$ cat config.mk
export PLATFORM = sky130hd
export DESIGN_NAME = ttt_move_engine
export DESIGN_NICKNAME = d
export VERILOG_FILES = /design/src/rtl/ttt_move_engine.sv
export SDC_FILE = /design/constraint.sdc
export NUM_CORES = 1
export LEC_CHECK = 0
export CORE_MARGIN = 4
export CORE_UTILIZATION = 65
export DETAILED_ROUTE_END_ITERATION = 8
export PLACE_DENSITY = 0.95
export SLEW_MARGIN = 30
export SYNTH_ARGS = -nofsm -noshare
export SYNTH_HDL_FRONTEND = slang
export SYNTH_SLANG_ARGS = --single-unit
$ cat constraint.sdc
create_clock -name clock -period 7.9 [get_ports clock]
set_clock_uncertainty 0.1 [all_clocks]
set_input_delay 0.79 -clock clock [delete_from_list [all_inputs] [get_ports clock]]
set_output_delay 0.79 -clock clock [all_outputs]
set_load 0.01 [all_outputs]
$ cat src/rtl/ttt_move_engine.sv
// ttt_move_engine: multi-cycle CPU move selector for an N x N tic-tac-toe board.
// A request snapshots the board, scans every line for win/block candidates
// (skipped in easy mode), scans every cell for fallbacks, then reports one move.
// Optional build macro CPU_RAND_EN: rotates the cell scan start by an LFSR value.
module ttt_move_engine #(
    parameter int          N         = 3,
    parameter logic [15:0] RAND_SEED = 16'hACE1
) (
    input  logic                      clock,
    input  logic                      reset,
    input  logic                      start,
    input  logic [1:0]                difficulty,
    input  logic [2*N*N-1:0]          board,
    output logic                      busy,
    output logic                      done,
    output logic                      move_valid,
    output logic [$clog2(N*N)-1:0]    move_idx
);

    localparam int NC  = N * N;
    localparam int IW  = $clog2(NC);
    localparam int NL  = 2 * N + 2;
    localparam int LW  = $clog2(NL);
    localparam int CW  = $clog2(N + 1);
    localparam int CTR = (NC - 1) / 2;
    localparam int K0  = 0;
    localparam int K1  = N - 1;
    localparam int K2  = NC - N;
    localparam int K3  = NC - 1;

    localparam logic [1:0] S_IDLE  = 2'd0;
    localparam logic [1:0] S_LINES = 2'd1;
    localparam logic [1:0] S_CELLS = 2'd2;
    localparam logic [1:0] S_DONE  = 2'd3;

    // A zero seed would lock the LFSR, and N outside 3..8 is unsupported.
    generate
        if (N < 3 || N > 8 || RAND_SEED == 16'h0000) begin : g_bad_config
            $error("ttt_move_engine: N must be 3..8 and RAND_SEED nonzero");
        end
    endgenerate

    logic [1:0]        state;
    logic [2*NC-1:0]   snap_board;
    logic [1:0]        mode;
    logic [LW-1:0]     line_cnt;
    logic [IW-1:0]     cell_cnt;
    logic [IW-1:0]     cell_idx;
    logic              win_found, block_found, first_found, adj_found;
    logic [IW-1:0]     win_idx, block_idx, first_idx, adj_idx;
    logic [CW-1:0]     line_cpu, line_hum, line_emp;
    logic [IW-1:0]     line_first;
    logic              cell_empty, cell_adj;
    logic              sel_valid;
    logic [IW-1:0]     sel_idx;

`ifdef CPU_RAND_EN
    logic [15:0]       lfsr;
    logic [IW-1:0]     offset;
    logic [IW:0]       cell_sum;

    // Free-running Fibonacci LFSR (taps 16,14,13,11) and scan offset capture on accept.
    always_ff @(posedge clock or negedge reset) begin
        if (!reset) begin
            lfsr   <= RAND_SEED;
            offset <= '0;
        end else begin
            lfsr <= {lfsr[14:0], lfsr[15] ^ lfsr[13] ^ lfsr[12] ^ lfsr[10]};
            if (state == S_IDLE && start) begin
                offset <= IW'(lfsr % 16'(NC));
            end
        end
    end

    // Rotated cell index: (offset + cnt) mod NC without a divider.
    always_comb begin
        cell_sum = {1'b0, offset} + {1'b0, cell_cnt};
        if (cell_sum >= (IW+1)'(NC)) begin
            cell_idx = IW'(cell_sum - (IW+1)'(NC));
        end else begin
            cell_idx = IW'(cell_sum);
        end
    end
`else
    assign cell_idx = cell_cnt;
`endif

    // Count cpu/human/empty cells on the current line and note its lowest empty cell.
    always_comb begin
        int ci;
        int li;
        line_cpu   = '0;
        line_hum   = '0;
        line_emp   = '0;
        line_first = '0;
        li         = int'(line_cnt);
        for (int j = 0; j < N; j++) begin
            if (li < N) begin
                ci = li * N + j;
            end else if (li < 2 * N) begin
                ci = j * N + (li - N);
            end else if (li == 2 * N) begin
                ci = j * N + j;
            end else begin
                ci = j * N + (N - 1 - j);
            end
            case (snap_board[2*ci +: 2])
                2'b00: begin
                    if (line_emp == '0) begin
                        line_first = IW'(ci);
                    end
                    line_emp = line_emp + CW'(1);
                end
                2'b01:   line_hum = line_hum + CW'(1);
                2'b10:   line_cpu = line_cpu + CW'(1);
                default: line_cpu = line_cpu;
            endcase
        end
    end

    // Classify the current scan cell: empty, and whether a human sits orthogonally next to it.
    always_comb begin
        int ci;
        int r;
        int c;
        ci         = int'(cell_idx);
        r          = ci / N;
        c          = ci % N;
        cell_empty = (snap_board[2*ci +: 2] == 2'b00);
        cell_adj   = 1'b0;
        if (r > 0) begin
            if (snap_board[2*(ci-N) +: 2] == 2'b01) cell_adj = 1'b1;
        end
        if (r < N - 1) begin
            if (snap_board[2*(ci+N) +: 2] == 2'b01) cell_adj = 1'b1;
        end
        if (c > 0) begin
            if (snap_board[2*(ci-1) +: 2] == 2'b01) cell_adj = 1'b1;
        end
        if (c < N - 1) begin
            if (snap_board[2*(ci+1) +: 2] == 2'b01) cell_adj = 1'b1;
        end
    end

    // Pick the final move from the collected candidates according to the latched mode.
    always_comb begin
        sel_valid = first_found;
        sel_idx   = first_found ? first_idx : '0;
        if (mode == 2'd1) begin
            if (block_found) begin
                sel_idx = block_idx;
            end else if (adj_found) begin
                sel_idx = adj_idx;
            end
        end else if (mode != 2'd0) begin
            if (win_found) begin
                sel_idx = win_idx;
            end else if (block_found) begin
                sel_idx = block_idx;
            end else if ((N % 2 == 1) && snap_board[2*CTR +: 2] == 2'b00) begin
                sel_idx = IW'(CTR);
            end else if (snap_board[2*K0 +: 2] == 2'b00) begin
                sel_idx = IW'(K0);
            end else if (snap_board[2*K1 +: 2] == 2'b00) begin
                sel_idx = IW'(K1);
            end else if (snap_board[2*K2 +: 2] == 2'b00) begin
                sel_idx = IW'(K2);
            end else if (snap_board[2*K3 +: 2] == 2'b00) begin
                sel_idx = IW'(K3);
            end
        end
    end

    // Main sequencer: IDLE -> LINES -> CELLS -> DONE, collecting candidates along the way.
    always_ff @(posedge clock or negedge reset) begin
        if (!reset) begin
            state       <= S_IDLE;
            snap_board  <= '0;
            mode        <= '0;
            line_cnt    <= '0;
            cell_cnt    <= '0;
            win_found   <= 1'b0;
            block_found <= 1'b0;
            first_found <= 1'b0;
            adj_found   <= 1'b0;
            win_idx     <= '0;
            block_idx   <= '0;
            first_idx   <= '0;
            adj_idx     <= '0;
            busy        <= 1'b0;
            done        <= 1'b0;
            move_valid  <= 1'b0;
            move_idx    <= '0;
        end else begin
            done <= 1'b0;
            case (state)
                S_IDLE: begin
                    if (start) begin
                        snap_board  <= board;
                        mode        <= difficulty;
                        busy        <= 1'b1;
                        line_cnt    <= '0;
                        cell_cnt    <= '0;
                        win_found   <= 1'b0;
                        block_found <= 1'b0;
                        first_found <= 1'b0;
                        adj_found   <= 1'b0;
                        win_idx     <= '0;
                        block_idx   <= '0;
                        first_idx   <= '0;
                        adj_idx     <= '0;
                        state       <= (difficulty == 2'd0) ? S_CELLS : S_LINES;
                    end
                end
                S_LINES: begin
                    if (line_cpu == CW'(N-1) && line_emp == CW'(1) && !win_found) begin
                        win_found <= 1'b1;
                        win_idx   <= line_first;
                    end
                    if (line_hum == CW'(N-1) && line_emp == CW'(1) && !block_found) begin
                        block_found <= 1'b1;
                        block_idx   <= line_first;
                    end
                    if (line_cnt == LW'(NL-1)) begin
                        line_cnt <= '0;
                        state    <= S_CELLS;
                    end else begin
                        line_cnt <= line_cnt + LW'(1);
                    end
                end
                S_CELLS: begin
                    if (cell_empty && !first_found) begin
                        first_found <= 1'b1;
                        first_idx   <= cell_idx;
                    end
                    if (cell_empty && cell_adj && !adj_found) begin
                        adj_found <= 1'b1;
                        adj_idx   <= cell_idx;
                    end
                    if (cell_cnt == IW'(NC-1)) begin
                        cell_cnt <= '0;
                        state    <= S_DONE;
                    end else begin
                        cell_cnt <= cell_cnt + IW'(1);
                    end
                end
                default: begin
                    done       <= 1'b1;
                    busy       <= 1'b0;
                    move_valid <= sel_valid;
                    move_idx   <= sel_idx;
                    state      <= S_IDLE;
                end
            endcase
        end
    end

endmodule
==> impl_metrics.csv <==
group,metric,value,unit
run_status,status,"finished clean",
critical_path,crit_type,"reg -> reg",
routing,drc,0,
global_route,grt_pass1_vias,4708,
clock_network,insertion_delay,330,ps
layout,layout_common_cells,"dfrtp_1 (56), nand2_1 (47), nor2_1 (46)",
pwr,powerDensity,454,nW/um^2
yosys,synthCells,595,
floorplan,ioPinCount,30,
pwr,leakagePower,0.00240,uW
timing,setup-violations-final,0,
clock_network,cts_hold_buf,0,
floorplan,die-area,9550,um^2
layout,drive_gt1_share,11.6,%
clock_network,cts_setup_buffers,0,
routing,wl,13700,um
layout,num_antenna_cells,0,
critical_path,worstPathArrival,5270,ps
global_route,gr-total-overflow,0,
yosys,synth-main-ff-cell,"dfrtp_1",
place,io_buffer_count,29,
routing,drt-vias-per-instance,6.88,
timing,min_period_over_period,65.1,%
clock_network,cts_buffers,5,
clock_network,cts_tree,"built",
place,gp_congestion,0.926,
yosys,synth_edf_count,0,
floorplan,core-area,7770,um^2
clock_network,clockBufferDepth,2,
min_path,holdCritPathClass,"reg -> reg",
critical_path,crit_fanout,24,
floorplan,start_util,67.3,%
routing,drt-met1-wl,5710,um
layout,fillers,605,
clock_network,post_cts_resized,0,
yosys,async_reset_ff_share,100,%
routing,drt_iter0_markers,408,
timing,grt_setup_unrepaired,"no",
floorplan,die_h,97.7,um
timing,worst_pin_slew,892,ps
layout,fin_nets,658,
layout,syn_to_final_growth,5.64,%
timing,hold_viol,0,
global_route,grt_use_total,29.1,%
routing,wire_per_inst,19.5,um
place,dp_hpwl,10200,um
timing,worst_hold_slack,438,ps
yosys,ys_warn_count,0,
critical_path,cp.required,8030,ps
global_route,grt_max_degree,57,
floorplan,fp.dieW,97.7,um
clock_network,clk_pin_slew,120,ps
critical_path,cp-start-kind,"flop",
yosys,syn_area_per_cell,8.79,um^2
routing,drtAntennaViolNets,0,
routing,vias,4843,
timing,slew_viol_final,0,
clock_network,clock_sinks,56,
global_route,grt_first_pass_wirelength,23200,um
clock_network,htree_levels,2,
pwr,ir_worst_vdd,0.266,mV
floorplan,num_rows,32,
timing,finalSetupTns,0,ps
layout,layout_commonest_cell,"dfrtp_1",
routing,drt_first_pass_iters,8,
routing,wl_met2,6570,um
routing,highest_layer,"met4",
yosys,ys_seq_area_share,26.8,%
yosys,synthDistinctLibCells,80,
timing,fin_crit,5140,ps
run,maxCapViolations,0,
clock_network,cts_root_buffer,"clkbuf_8",
yosys,syn-num-nets,652,
critical_path,cp-end-kind,"flop",
yosys,synth_area,5230,um^2
timing,max_freq,194,MHz
yosys,synth_seq_cells,56,
routing,routed-wl-met3,1130,um
timing,slew_headroom,40.5,%
global_route,antenna_found_initial,0,
## area by class of cell
type	instances	area, um^2	area share, %
flip-flops and latches	56	1400	25.4
multi-input cells	476	3480	63.0
inverters	31	116	2.11
repair buffers	31	300	5.43
clock buffers	5	68.8	1.25
well taps	102	128	2.31
clock inverters	3	28.8	0.521
## worst max-delay path, stage by stage, from the launching register on
cell,delay (ps)
dfrtp_1,590
ha_1,350
inv_1,70
ha_1,620
or2_2,270
a2bb2oi_2,410
mux2i_1,140
mux4_2,520
a31oi_2,370
inv_1,80
ha_1,300
nor3b_1,380
a22o_1,240
o211ai_2,130
and2_1,210
o31ai_1,230
## power breakdown
| group | switching [uW] | total, uW | leakage [uW] | internal [uW] |
|---|---|---|---|---|
| sequential | 223 | 624 | 0.000714 | 401 |
| clock | 110 | 177 | 0.0000511 | 67.4 |
| combinational | 971 | 1710 | 0.00163 | 737 |
| total | 1300 | 2510 | 0.00240 | 1200 |
## worst paths after layout
kind,from,endpoint,slack (ps),depth (start not counted)
max,line_cnt[0],win_idx[3],2760,15
min,busy,busy,440,1
max reg2reg,line_cnt[0],win_idx[3],2760,15
min reg2reg,busy,busy,440,1
max in group asynchronous,reset,snap_board[5],6750,2
min in group asynchronous,reset,mode[0],490,2
## routing by layer
| layer | track usage [%] | up-vias |
|---|---|---|
| met2 | 47.3 | 282 |
| met5 | 0 | - |
| met3 | 4.31 | 34 |
| met4 | 9.05 | 0 |
| met1 | 40.3 | 2306 |
| li1 | - | 2221 |
## registers in the layout (all words and copies together) (netlist names)
register,flops
snap_board,18
line_cnt,3
done,1
first_found,1
adj_found,1
win_found,1
block_idx,4
cell_cnt,4
first_idx,4
block_found,1
busy,1
move_valid,1
move_idx,4
win_idx,4
state,2
adj_idx,4
mode,2
## stage by stage
stage	utilization (%)	worst slack, ps	cells	instance area, um^2	total power [uW]
floorplan	-	3690	595	5230	1890
global placement	69.9	3060	696	5430	2220
detailed placement	69.9	2860	696	5430	2280
CTS	71.2	2830	704	5530	2470
global route	71.2	2270	704	5530	2720
finish	71.2	2760	704	5530	2510
## cell usage after synthesis (7+ instances only)
library cell	count	share of area, %
a31oi_1	16	1.9
buf_2	8	0.77
clkbuf_1	10	0.72
and2_1	7	0.84
ha_1	33	7.9
mux4_2	7	3.0
mux2_2	30	6.5
nor3_1	17	1.6
nand4_1	7	0.84
mux2i_1	10	1.9
o31ai_1	7	1.0
nor2b_1	13	1.6
nor2_1	46	3.3
a22o_1	9	1.5
nor3b_1	9	1.3
nand3_1	20	1.9
dfrtp_1	56	27
a21o_1	8	1.1
o21ai_0	27	2.6
nand2b_1	7	0.84
o211ai_1	15	2.2
inv_1	30	2.2
a21oi_1	37	3.5
nand2_1	48	3.4
## kinds of logic after synthesis
| kind of cell | share of synthesized area, % |
|---|---|
| compound gates | 24.0 |
| xor+xnor | 1.63 |
| fa+ha+maj | 8.28 |
| buf+inv | 6.67 |
| flops | 26.8 |
| mux | 12.5 |
| simple gates | 20.1 |
Power figures use the tool's default switching activity.
==> RTL edit, RTL diff (config.mk and constraints unchanged) <==
Add a define of `CPU_RAND_EN`.
--- a/src/rtl/ttt_move_engine.sv
+++ b/src/rtl/ttt_move_engine.sv
@@ -4,2 +4,4 @@
 // Optional build macro CPU_RAND_EN: rotates the cell scan start by an LFSR value.
+`define CPU_RAND_EN
+
 module ttt_move_engine #(
Check against the original RTL: same outputs for any inputs over 4 cycles, from zero or initial values and one cycle with reset low; that may be too few to reach the edited logic, so the function may still have changed.
==> RTL edit against the unedited design <==
Critical path depth rose by 11; area after synthesis rose by 45%; clock power rose to 2.5 times the old value; sequential cell count rose by 20; worst setup slack got worse by 2300 ps; routed wire length rose by 44%; final area rose by 50%; combinational power rose by 12%; total power rose by 21%.
==> RTL edit: results (changes against the unedited design) <==
| Metric | Value |
|---|---|
| RR Startpoint | lfsr[10] |
| Top post-synthesis cells by area | dfrtp_1 22%, ha_1 7.8%, mux2_2 5.5% |
| Root buffer cell | clkbuf_16 |
| Sequential area share after synthesis | 0.252 (-0.0154) |
| Synthesized area per cell | 8.44 µm² (-4.0%) |
| Slowest stage delay, CP | 720 ps (+100 ps) |
| Maximum vdd drop | 0.000447 V (+68%) |
| DP HPWL | 13700 µm (+35%) |
| RR Endpoint | offset[1] |
| Status | finished clean |
| CP Max Fanout | 18 (-25%) |
| Drt pass-1 iters | 6 (-2) |
| Placed cells | 1035 (+49%) |
| Max stage delay cell, worst path | dfstp_4 |
| DP Worst Slack | 216 ps (-2640 ps) |
| Clk_lat worst skew | 350 ps (+20 ps) |
| Pin count of the biggest net entering global routing | 77 (+35%) |
| Hold Crit Class | primary input to async pin |
| WP data arrival | 7600 ps (+2330 ps) |
| NumNets Final | 975 (+48%) |
| Reg2reg path depth | 26 (+11) |
| Yosys top cell area share | 0.225 (-0.0432) |
| Vias per cell | 6.95 (+1.1%) |
| Net Count, Synth | 969 (+49%) |
| Global-route wire length before repair | 32700 µm (+41%) |
| Final WS setup | 483 ps (-2270 ps) |
| Clock slew at reported path FFs | 70 ps (-50 ps) |
| Top cells by count, synth | 68 x dfrtp_1, 65 x nor2_1, 64 x a21oi_1 |
| Wire per inst | 18.7 µm (-3.7%) |
| Clock buffer count from CTS | 9 (+4) |
| GPL Wtd Cong | 1.02 (+11%) |
| Share of layout cells above drive strength 1 | 0.132 (+0.0159) |
| Vias in the first global route | 6902 (+47%) |
| DP Area | 7910 µm² (+46%) |
| Yosys cell types | 102 (+28%) |
| Post-CTS Setup Inserts | 0 (unchanged) |
| Clock H-tree levels | 3 (+1) |
| Leak pwr | 3.44 nW (+44%) |
| Tot GR Track Use | 0.294 (+0.00293) |
| Worst-margin pin slew | 861 ps (-31.3 ps) |
[RTL edit: kinds of logic after synthesis]
family / after synthesis / synth area share
adders and majority gates: 49 / 0.0829
buffers and inverters: 96 / 0.0529
muxes: 57 / 0.0881
DFF: 76 / 0.252
xor gates and xnor gates: 26 / 0.0301
and+or+nand+nor: 286 / 0.203
AOI/OAI and AO/OA: 307 / 0.291
[RTL edit: critical path: cells and delay by family, from the launching register on]
| family | cells | cell delay (ps) |
|---|---|---|
| AND/OR/NAND/NOR | 6 | 1130 |
| adder cells (fa/ha/maj) | 2 | 430 |
| buffers and inverters | 1 | 80 |
| AO/OA/AOI/OAI | 16 | 4580 |
| flip-flops | 1 | 720 |
| XOR/XNOR | 1 | 290 |
[RTL edit: worst max-delay path by stage]
| stage | to |
|---|---|
| after floorplan | offset[1] |
| after global placement | offset[1] |
| after detailed placement | offset[1] |
| after CTS | offset[1] |
| after global routing | offset[1] |
| final | offset[1] |
[RTL edit: final cells by class]
class,count,area (µm²)
Multi-Input combinational cell,725,5320
Clock buffer,9,225
Inverter,54,203
Fill cell,817,3140
Timing Repair Buffer,37,352
Tap cell,143,179
Clock inverter,7,92.6
Sequential cell,76,1920
[RTL edit: power groups by stage]
stage,clock (mW),combinational (mW),sequential [mW]
floorplan,0,1.42,0.591
global placement,0,1.69,0.656
detailed placement,0,1.79,0.662
CTS,0.445,1.85,0.660
global route,0.463,2.08,0.681
finish,0.446,1.92,0.671
[RTL edit: metal layers]
metal  up-vias  share of wire  global-route usage  wire, µm
met5         -              0                   0         0
met3        79          0.079              0.0491      1570
met4         0          0.034               0.122       670
met2       426           0.48               0.486      9480
met1      3426           0.41               0.383      7980
li1       3378              -                   -         -
